$ cat config.mk
export PLATFORM = sky130hd
export DESIGN_NAME = pipe_stage_buf
export DESIGN_NICKNAME = d
export VERILOG_FILES = /design/src/rtl/pipe_pkg.sv /design/src/rtl/pipe_entry.sv /design/src/rtl/pipe_stage_buf.sv
export SDC_FILE = /design/constraint.sdc
export NUM_CORES = 1
export LEC_CHECK = 0
export CAP_MARGIN = 20
export CORE_ASPECT_RATIO = 0.5
export CORE_MARGIN = 5
export CORE_UTILIZATION = 35
export CTS_CLUSTER_DIAMETER = 150
export DETAILED_ROUTE_END_ITERATION = 10
export GPL_ROUTABILITY_DRIVEN = 0
export PLACE_DENSITY = 0.65
export SKIP_LAST_GASP = 1
export SLEW_MARGIN = 5
export SYNTH_ARGS = -nofsm -noshare
export SYNTH_HDL_FRONTEND = slang
export SYNTH_SLANG_ARGS = --single-unit
$ cat constraint.sdc
create_clock -name clk -period 2.3 [get_ports clk]
set_clock_uncertainty 0.1 [all_clocks]
set_input_delay 0.69 -clock clk [delete_from_list [all_inputs] [get_ports clk]]
set_output_delay 0.69 -clock clk [all_outputs]
set_load 0.02 [all_outputs]
$ cat src/rtl/pipe_pkg.sv
// ----------------------------------------------------------------------------
// pipe_pkg
// Shared definitions for the inter-stage pipeline registers.
//  - Per-stage bundle structs and their widths, so every pipe_stage_buf
//    instance takes its DATA_W from one place.
//  - FSM state encoding used by the skid-buffer variant.
//  - occ_count: occupancy value derived from the two entry valid bits.
// ----------------------------------------------------------------------------
package pipe_pkg;

    // Bundle carried from IF to ID.
    typedef struct packed {
        logic [31:0] pc;
        logic [31:0] inst;
        logic [5:0]  excp;
    } if2id_t;

    // Bundle carried from EX to MEM.
    typedef struct packed {
        logic [31:0] pc;
        logic [31:0] alu_result;
        logic [31:0] store_data;
        logic [4:0]  dest;
        logic        gr_we;
        logic        mem_we;
        logic        mem_re;
        logic [5:0]  excp;
    } ex2mem_t;

    // Bundle carried from MEM to WB.
    typedef struct packed {
        logic [31:0] pc;
        logic [31:0] result;
        logic [4:0]  dest;
        logic        gr_we;
        logic [5:0]  excp;
        logic        ertn;
    } mem2wb_t;

    localparam int IF2ID_W  = $bits(if2id_t);
    localparam int EX2MEM_W = $bits(ex2mem_t);
    localparam int MEM2WB_W = $bits(mem2wb_t);

    // States of the 2-entry skid buffer; the encoding equals the occupancy.
    typedef enum logic [1:0] {
        ST_EMPTY = 2'd0,
        ST_ONE   = 2'd1,
        ST_FULL  = 2'd2
    } buf_state_e;

    // The skid entry is only ever valid while the main entry is valid too,
    // so the two valid bits map directly onto a 0/1/2 count.
    function automatic logic [1:0] occ_count(input logic main_v, input logic skid_v);
        return {skid_v, main_v & ~skid_v};
    endfunction

endpackage

$ cat src/rtl/pipe_entry.sv
// ----------------------------------------------------------------------------
// pipe_entry
// One storage slot of a pipeline register: a valid bit plus a payload.
// Ports:
//  clk      in   clock
//  rst_n    in   asynchronous reset, active low
//  clr      in   invalidate the slot (payload zeroed when ZERO_INVALID)
//  ld       in   load ld_data and mark the slot valid
//  ld_data  in   payload to load
//  valid    out  slot holds a bundle
//  data     out  stored payload
// clr wins over ld, which is what lets a flush discard a same-cycle load.
// ----------------------------------------------------------------------------
module pipe_entry #(
    parameter int DATA_W       = 256,
    parameter bit ZERO_INVALID = 1'b1
) (
    input  logic              clk,
    input  logic              rst_n,
    input  logic              clr,
    input  logic              ld,
    input  logic [DATA_W-1:0] ld_data,
    output logic              valid,
    output logic [DATA_W-1:0] data
);

    always_ff @(posedge clk or negedge rst_n) begin
        if (!rst_n) begin
            valid <= 1'b0;
            data  <= '0;
        end else if (clr) begin
            valid <= 1'b0;
            if (ZERO_INVALID) begin
                data <= '0;
            end
        end else if (ld) begin
            valid <= 1'b1;
            data  <= ld_data;
        end
    end

endmodule

$ cat src/rtl/pipe_stage_buf.sv
// ----------------------------------------------------------------------------
// pipe_stage_buf
// Inter-stage pipeline register with valid/allowin handshake and flush.
// Parameters:
//  DATA_W        payload width (packed stage bundle)
//  SKID          0: single entry, in_ready combinational from out_ready
//                1: 2-entry skid buffer, in_ready comes straight from a flop
//  ZERO_INVALID  1: out_data is 0 whenever out_valid is 0
// Ports:
//  clk, rst_n              clock, asynchronous active-low reset
//  flush                   drop everything held (WB exception / ertn)
//  in_valid/in_ready/in_data     upstream handshake and bundle
//  out_valid/out_ready/out_data  downstream handshake and bundle
//  occupancy               number of bundles held (0..1 or 0..2)
// ----------------------------------------------------------------------------
module pipe_stage_buf
    import pipe_pkg::*;
#(
    parameter int DATA_W       = 256,
    parameter bit SKID         = 1'b0,
    parameter bit ZERO_INVALID = 1'b1
) (
    input  logic              clk,
    input  logic              rst_n,
    input  logic              flush,
    input  logic              in_valid,
    output logic              in_ready,
    input  logic [DATA_W-1:0] in_data,
    output logic              out_valid,
    input  logic              out_ready,
    output logic [DATA_W-1:0] out_data,
    output logic [1:0]        occupancy
);

    logic              main_v;
    logic [DATA_W-1:0] main_d;
    logic              main_ld;
    logic              main_clr;
    logic [DATA_W-1:0] main_din;
    logic              accept;
    logic              emit;

    assign accept    = in_valid && in_ready;
    assign emit      = main_v && out_ready;
    assign out_valid = main_v;

    // The register is already zeroed on clear, but masking here also covers
    // ZERO_INVALID with an entry that was never written through clr.
    assign out_data = (ZERO_INVALID && !main_v) ? '0 : main_d;

    pipe_entry #(
        .DATA_W       (DATA_W),
        .ZERO_INVALID (ZERO_INVALID)
    ) u_main (
        .clk     (clk),
        .rst_n   (rst_n),
        .clr     (main_clr),
        .ld      (main_ld),
        .ld_data (main_din),
        .valid   (main_v),
        .data    (main_d)
    );

    generate
        if (SKID == 1'b0) begin : g_single

            // A draining slot can be refilled in the same cycle, so readiness
            // depends on out_ready of the downstream stage.
            assign in_ready  = !main_v || out_ready;
            assign main_ld   = accept;
            assign main_clr  = flush || (emit && !accept);
            assign main_din  = in_data;
            assign occupancy = {1'b0, main_v};

        end else begin : g_skid

            buf_state_e        state_q;
            buf_state_e        state_d;
            logic              ready_q;
            logic              skid_v;
            logic [DATA_W-1:0] skid_d;
            logic              skid_ld;
            logic              skid_clr;

            pipe_entry #(
                .DATA_W       (DATA_W),
                .ZERO_INVALID (ZERO_INVALID)
            ) u_skid (
                .clk     (clk),
                .rst_n   (rst_n),
                .clr     (skid_clr),
                .ld      (skid_ld),
                .ld_data (in_data),
                .valid   (skid_v),
                .data    (skid_d)
            );

            // Next state and entry controls. The main entry is always the
            // head of the FIFO; the skid entry only holds the second bundle.
            always_comb begin
                state_d  = state_q;
                main_ld  = 1'b0;
                main_clr = 1'b0;
                main_din = in_data;
                skid_ld  = 1'b0;
                skid_clr = 1'b0;
                if (flush) begin
                    state_d  = ST_EMPTY;
                    main_clr = 1'b1;
                    skid_clr = 1'b1;
                end else begin
                    case (state_q)
                        ST_EMPTY: begin
                            if (accept) begin
                                main_ld = 1'b1;
                                state_d = ST_ONE;
                            end
                        end
                        ST_ONE: begin
                            if (accept && emit) begin
                                main_ld = 1'b1;
                            end else if (accept) begin
                                skid_ld = 1'b1;
                                state_d = ST_FULL;
                            end else if (emit) begin
                                main_clr = 1'b1;
                                state_d  = ST_EMPTY;
                            end
                        end
                        ST_FULL: begin
                            if (emit) begin
                                main_ld  = 1'b1;
                                main_din = skid_d;
                                skid_clr = 1'b1;
                                state_d  = ST_ONE;
                            end
                        end
                        default: begin
                            state_d  = ST_EMPTY;
                            main_clr = 1'b1;
                            skid_clr = 1'b1;
                        end
                    endcase
                end
            end

            // ready_q is precomputed from the next state so in_ready has no
            // combinational path from out_ready.
            always_ff @(posedge clk or negedge rst_n) begin
                if (!rst_n) begin
                    state_q <= ST_EMPTY;
                    ready_q <= 1'b1;
                end else begin
                    state_q <= state_d;
                    ready_q <= (state_d != ST_FULL);
                end
            end

            assign in_ready  = ready_q;
            assign occupancy = occ_count(main_v, skid_v);

        end
    endgenerate

endmodule
**Word-level counts from Yosys, hierarchy flattened**

Cells that the tools add are included.

- Register bits after elaboration: 257
- Bits of input ports: 261
- Output and inout bits: 260
- Logic and storage cells: 15

- Muxes and demuxes: 5
- Reduce and logical (&&, ||, !) cells: 8

Operators by type and width:

| operator | number |
|---|---|
| $mux 256 | 3 |
| $logic_and 1x1->1 | 3 |
| $logic_not 1->1 | 2 |
| $logic_or 1x1->1 | 2 |
| $mux 1 | 2 |
| $reduce_bool 2->1 | 1 |

**Depth between registers and ports, before layout**

Gate-level depths: netlist (run 1).

- Depth in word-level cells: 7
- Depth in mapped cells: 6
- Gate-level depth less buffers: 3

**Modules after synthesis**

Synthesis (run 1) repeated with hierarchy kept, for this count alone.

- Cell total of the unflattened synthesis: 1,120
- Area total of the unflattened synthesis: 12,294.3 um2

Modules (own cells, without submodules):

| module | instances | cells each | area each (um2) | seq. area each (um2) |
|---|---|---|---|---|
| pipe_entry | 1 | 829 | 10,511.3 | 6,431.2 |
| pipe_stage_buf | 1 | 291 | 1,783.0 | 0.0 |

**Worst setup path before layout (run 1)**

No wires, ideal clock.

- Kind: flip-flop to output port
- From: register u_main.valid
- To: output port out_data[100]
- Arrival time: 1,268 ps
- Required time: 1,510 ps
- Setup slack: 242 ps
- Stages on the path, launching flop included: 4
- Path buffers: 2
- Cells stage by stage: dfrtp_1 -> clkbuf_1 -> clkbuf_1 -> and2_1

- Cells in the longest elaborated chain, start to end: 1

RTL lines:

| item | RTL line | source |
|---|---|---|
| start: declaration | pipe_entry.sv:23 | `output logic valid,` |
| start signal: assignment | pipe_entry.sv:29 | `valid <= 1'b0;` |
| start signal: assignment | pipe_entry.sv:32 | `valid <= 1'b0;` |
| start signal: assignment | pipe_entry.sv:37 | `valid <= 1'b1;` |
| $mux 256 | pipe_stage_buf.sv:49 | `assign out_data = (ZERO_INVALID && !main_v) ? '0 : main_d;` |
| end: declaration | pipe_stage_buf.sv:31 | `output logic [DATA_W-1:0] out_data,` |

Every way passes these cells.

**Worst setup path in the final report (run 1)**

- From: register u_main.valid
- To: output port out_data[21]

The elaborated chain is that of the path after synthesis.

==> metrics, run 1 <==
final wirelength=56,330 µm; post-synth cell types=16; hold path depth=2; Synth Cell Area=between 0.015 and 0.02 mm²; htree depth=1; TritonCTS Buffers=28; Max-Slew Margin vs Limit=59.78%; Worst EP required=1.51 ns; CTS tree=built; number of DRC markers in iteration 0=about 740; period utilization=114.7%; failing checks=negative setup slack; Syn Inst Count=1,459; Via-to-Cell Ratio=5.019; syn_area_per_cell=11.08 µm²; RR Startpoint=u_main.valid$_DFFE_PN0P_; yosys warns=0; Post-DRT Antenna Nets=0; initial core utilization=35.61%; Die Y=162 µm; ys async rst share=100.0%; residual DRC count=0; critical path peak fanout=8; Die ar.=roughly 0.05 mm²; outcome=finished, violations left; total grt overflow=0; Avg WL per Cell=about 22 µm; ranking of synthesized cells by area=dfrtp_1, o32ai_2, nand2b_1; post-synth top area share=slightly below 40%; hold slack=0.4525 ns; num rows=55; Power Dens Cells=538.2 mW/mm²; unrepaired setup endpoints after global routing=yes; min-delay src=u_main.data[247]$_DFFE_PN0P_; final setup margin=-0.3380 ns; Post-Layout Cell Count=approximately 2,600; Max Freq=~380 MHz; Final Hold Viols=0; first-pass GRT wire length=84,950 µm; drt pass-1 iters=5; placed cell count=2,507; max_cap viols=0; R2R depth=6; Place WS=-0.4158 ns; WHS Endpoint=u_main.data[247]$_DFFE_PN0P_; root buffer cell=clkbuf_16; final net count=2,211; Worst setup EP type=output pin; Primary FF master, synth=dfrtp_1; Sink Count=257; antenna violations before repair=6; core area=0.04542 mm²; DP HPWL=40,620 µm; vias=12,920; Final Cell Area=0.02304 mm²; post-place instance area=between 0.02 and 0.025 mm²; vias in the first global route=approximately 14,000; CP Class=flop to output pin; EDFF count, synth=0; WP data arrival=1.85 ns; Leak=between 9 and 10 nW; I/O Pins=521; GRT Total Usage=21.11%; sequential share of the synthesized area=39.76%; commonest cells in the netlist=nand2b_1, dfrtp_1, and2_1; leading area contributor after synthesis=dfrtp_1; Critical Path Source Type=flop; largest net degree at the start of global routing=86; die width=around 310 µm; clock latency on the worst-skew pair=0.55 ns; reg-to-reg critical path endpoint=u_main.data[145]$_DFFE_PN0P_; #FFs+latches synth=around 260; Clock transition at path regs=0.06 ns; Mapped Nets=1,720; Period minus WS final=~2.6 ns; share of post-route cells with drive strength above 1=33.38%; Final Max Tran Viols=0; worst slew pin tran=0.6033 ns; clk buf depth=3; synthesis-to-layout area growth=42.47%; most frequent cell after synthesis=nand2b_1; final setup vio count=approximately 260; HP Class=flop to flop; post-layout util=50.73%; I/O Buffers=around 520; internal reg-to-reg setup slack=0.20 ns; peak supply drop=508.1 µV
==> repair_timing <==
| action | 4_1_cts | 5_1_grt |
|---|---|---|
| buffers inserted | 0 | 7 |
| endpoints found under the hold margin | 34 | 0 |
| cloned | 0 | 3 |
| endpoints found under the setup margin | 259 | 259 |
| hold buffers | 1 | 0 |
| gates resized for setup | 534 | 373 |
==> placed cells by master, fill, tap and decap left out, types with 4 or more instances in the layout <==
cell / n
buf_2: 104
o32ai_2: 220
dlygate4sd2_1: 5
clkbuf_8: 10
clkbuf_2: 18
buf_12: 62
clkdlybuf4s50_1: 258
clkdlybuf4s15_2: 7
o32ai_1: 36
buf_4: 144
buf_6: 25
clkbuf_1: 7
clkinv_2: 4
clkbuf_16: 32
diode_2: 6
nand2b_1: 512
and2_4: 21
dfrtp_1: 256
and2_1: 235
buf_8: 5
==> through the flow <==
step                      total power [mW]  setup TNS [ns]
after floorplan                      6.436               0
after global placement               7.760          -22.30
after detailed placement             7.781          -21.51
after CTS                            12.53          -75.75
after global routing                 12.95          -66.32
final                                12.40          -51.46
==> flip-flops by register name (all words and copies together), names as in the netlist <==
name	flops
u_main.data	256
u_main.valid	1
==> layout make-up <==
class | count | area (µm²)
clock inverters | 5 | 50.05
diodes | 6 | 15.01
clock buffers | 46 | 889.6
multi-input cells | 1028 | 8800
inverters | 2 | 15.01
flip-flops and latches | 257 | 6435
fillers | 4220 | 22380
well taps | 598 | 748.2
repair buffers | 633 | 6090
==> how the worst max path moves through the flow <==
stage                                   startpoint             to  slack (ns)  cells after the start
final                     u_main.valid$_DFFE_PN0P_   out_data[21]       -0.34                      4
after global placement                   out_ready       in_ready       -0.42                      4
after global routing      u_main.valid$_DFFE_PN0P_  out_data[111]       -0.39                      5
after CTS                 u_main.valid$_DFFE_PN0P_  out_data[235]       -0.37                      5
after detailed placement                 out_ready       in_ready       -0.42                      4
after floorplan           u_main.valid$_DFFE_PN0P_  out_data[100]        0.24                      3
==> power breakdown <==
| part | switching (mW) | leakage (nW) | internal (mW) |
|---|---|---|---|
| sequential | 0.140 | 3.44 | 4.78 |
| clock | 2.00 | 0.467 | 2.73 |
| combinational | 1.31 | 5.73 | 1.43 |
| total | 3.45 | 9.64 | 8.95 |
==> cell families after synthesis <==
kind of cell / Yosys count / synth area share [%]
flops: 257 / 39.76
buf+inv: 174 / 6.290
simple gates: 769 / 29.75
mux: 1 / 0.06962
other cells: 1 / 0.02319
compound gates: 257 / 24.11
==> layer usage <==
layer	part of all wire (%)	routed length [µm]	track usage, %	up-vias
li1	-	-	-	6023
met1	40	22620	25.78	6641
met2	55	31180	40.05	187
met3	2.1	1156	2.040	72
met4	2.4	1370	5.562	0
met5	0	0	0	-
==> worst max-delay path, stage by stage (launching register included) <==
cell           delay, ns
dfrtp_4             0.51
buf_4               0.16
clkbuf_16           0.16
and2_1              0.14
dlygate4sd2_1       0.33
Note: power is estimated with default switching activity, not from simulation.
==> run 2, diff against run 1 <==
--- a/config.mk
+++ b/config.mk
@@ -9,7 +9,7 @@
 export CORE_ASPECT_RATIO = 0.5
 export CORE_MARGIN = 5
 export CORE_UTILIZATION = 35
-export CTS_CLUSTER_DIAMETER = 150
+export CTS_CLUSTER_DIAMETER = 80
 export DETAILED_ROUTE_END_ITERATION = 10
 export GPL_ROUTABILITY_DRIVEN = 0
 export PLACE_DENSITY = 0.65
==> constraint.sdc (replaced) <==
create_clock -name clk -period 2.3 [get_ports clk]
set_clock_uncertainty 0.1 [all_clocks]
set_input_delay 0.69 -clock clk [delete_from_list [all_inputs] [get_ports clk]]
set_output_delay 0.69 -clock clk [all_outputs]
set_load 0.05 [all_outputs]
==> run 2 against run 1 <==
  * The flow still finishes with violations (negative setup slack)
  * Global-route usage grew 0.065 points
  * Clock power grew 9.7%
  * Worst hold slack got worse by 0.0014 ns
  * Power is 8.0% higher
  * Critical path depth unchanged
  * Cell area up 13%
  * Sequential power is essentially flat
  * Flip-flop and latch count stayed put
  * Combinational power grew 20%
  * Routed wire length about the same
  * Sequential share of layout area is 3.3 points lower
  * Critical endpoint is now out_data[137]
  * Largest cell class unchanged
==> metrics, run 2 (synthesis gave the netlist of run 1 again) <==
FILL cells=3,734; CTS tree=built; core area=0.04542 mm²; Leak=10.20 nW; Critical Path Source Type=flop; Avg WL per Cell=22.17 µm; clock latency on the worst-skew pair=0.56 ns; post-place instance area=between 0.02 and 0.025 mm²; Power Dens Cells=513.8 mW/mm²; I/O Buffers=slightly above 500; Via-to-Cell Ratio=just over 5; first-pass GRT wire length=84,810 µm; Final Power=roughly 13 mW; most frequent cells in the layout=nand2b_1, buf_12, clkdlybuf4s50_1; Max Freq=388.1 MHz; post-layout util=a little under three fifths; Final TNS setup=-58.97 ns; Final Max Tran Viols=0; final net count=2,173; die width=approximately 310 µm; hold slack=0.4511 ns; Final Cell Area=0.02608 mm²; Largest register FFs=256; htree depth=1; number of DRC markers in iteration 0=723; num rows=55; Final Hold Viols=0; DP HPWL=39,740 µm; placed cell count=between 2,000 and 2,500; Worst setup EP type=output pin; Die Y=around 160 µm; Clock transition at path regs=0.07 ns; WP data arrival=1.79 ns; outcome=finished, violations left; clk buf depth=3; final setup vio count=259; Worst EP required=1.51 ns; antenna violations before repair=12; final wirelength=56,380 µm; GRT Total Usage=around a fifth; Period minus WS final=approximately 2.6 ns; crit path launch=u_main.valid$_DFFE_PN0P_; Place WS=-0.09925 ns; Post-DRT Antenna Nets=0; period utilization=112.0%; peak supply drop=560.0 µV; Die ar.=0.05087 mm²; share of post-route cells with drive strength above 1=35.59%; largest net degree at the start of global routing=103; min-delay src=u_main.data[245]$_DFFE_PN0P_; Post-Layout Cell Count=2,543; vias in the first global route=13,650; Sink Count=roughly 260; I/O Pins=521; max_cap viols=0; drt pass-1 iters=4; critical path peak fanout=58; unrepaired setup endpoints after global routing=yes; RR Startpoint=u_main.valid$_DFFE_PN0P_; failing checks=negative setup slack; CP Class=flop to output pin; HP Class=flop to flop; vias=12,880; total grt overflow=0; final setup margin=-0.2767 ns; most common cell after layout, fill and taps aside=nand2b_1; synthesis-to-layout area growth=61.25%; Most flops, register=u_main.data; TritonCTS Buffers=28; biggest regs=u_main.data: 256 flops, u_main.valid: 1 flops; initial core utilization=35.61%; residual DRC count=0; root buffer cell=clkbuf_16
-- run 2: worst paths after layout --
kind | slack [ns] | to | depth (start not counted)
worst max-delay path | -0.28 | out_data[137] | 4
worst min-delay path | 0.45 | u_main.data[245]$_DFFE_PN0P_ | 2
worst max register to register | 0.31 | u_main.data[190]$_DFFE_PN0P_ | 6
worst min register to register | 0.45 | u_main.data[245]$_DFFE_PN0P_ | 2
max in group asynchronous | 0.94 | u_main.data[166]$_DFFE_PN0P_ | 3
min in group asynchronous | 0.54 | u_main.data[10]$_DFFE_PN0P_ | 2
-- run 2: layout make-up --
class,instances,area [µm²],area share [%]
antenna,12,30.03,0.1151
clock buffer,42,874.6,3.354
clock inverter,9,170.2,0.6525
inverter,2,15.01,0.05757
multi-input combinational,1028,8945,34.30
sequential,257,6435,24.67
tap,598,748.2,2.869
timing repair buffer,595,8861,33.98
-- run 2: power breakdown --
group          leakage, nW  total, mW  internal (mW)  switching (mW)
logic                 6.24       3.29           1.65            1.64
registers             3.44       4.92           4.78           0.135
clock network        0.519       5.20           3.17            2.02
-- run 2: timing repair --
item	CTS	global route
cloned	2	0
pin swaps	0	0
setup buffers	2	0
endpoints found under the hold margin	35	0
gates resized for setup	78	13
hold buffers	1	0
endpoints found under the setup margin	259	259
-- run 2: per-layer routing --
metal  vias up  GRT usage, %  part of all wire (%)  wire length, µm
met5         -             0                     0                0
met4         0         8.847                   4.1             2310
met3       107         2.550                   2.2             1223
met2       202         39.67                    56            31510
met1      6607         24.64                    38            21330
li1       5959             -                     -                -
-- run 2: worst max-delay path: stages, from the launching register on --
cell and delay [ns]:
dfrtp_4 0.49, buf_12 0.15, buf_16 0.18, and2_1 0.20
buf_12 0.15
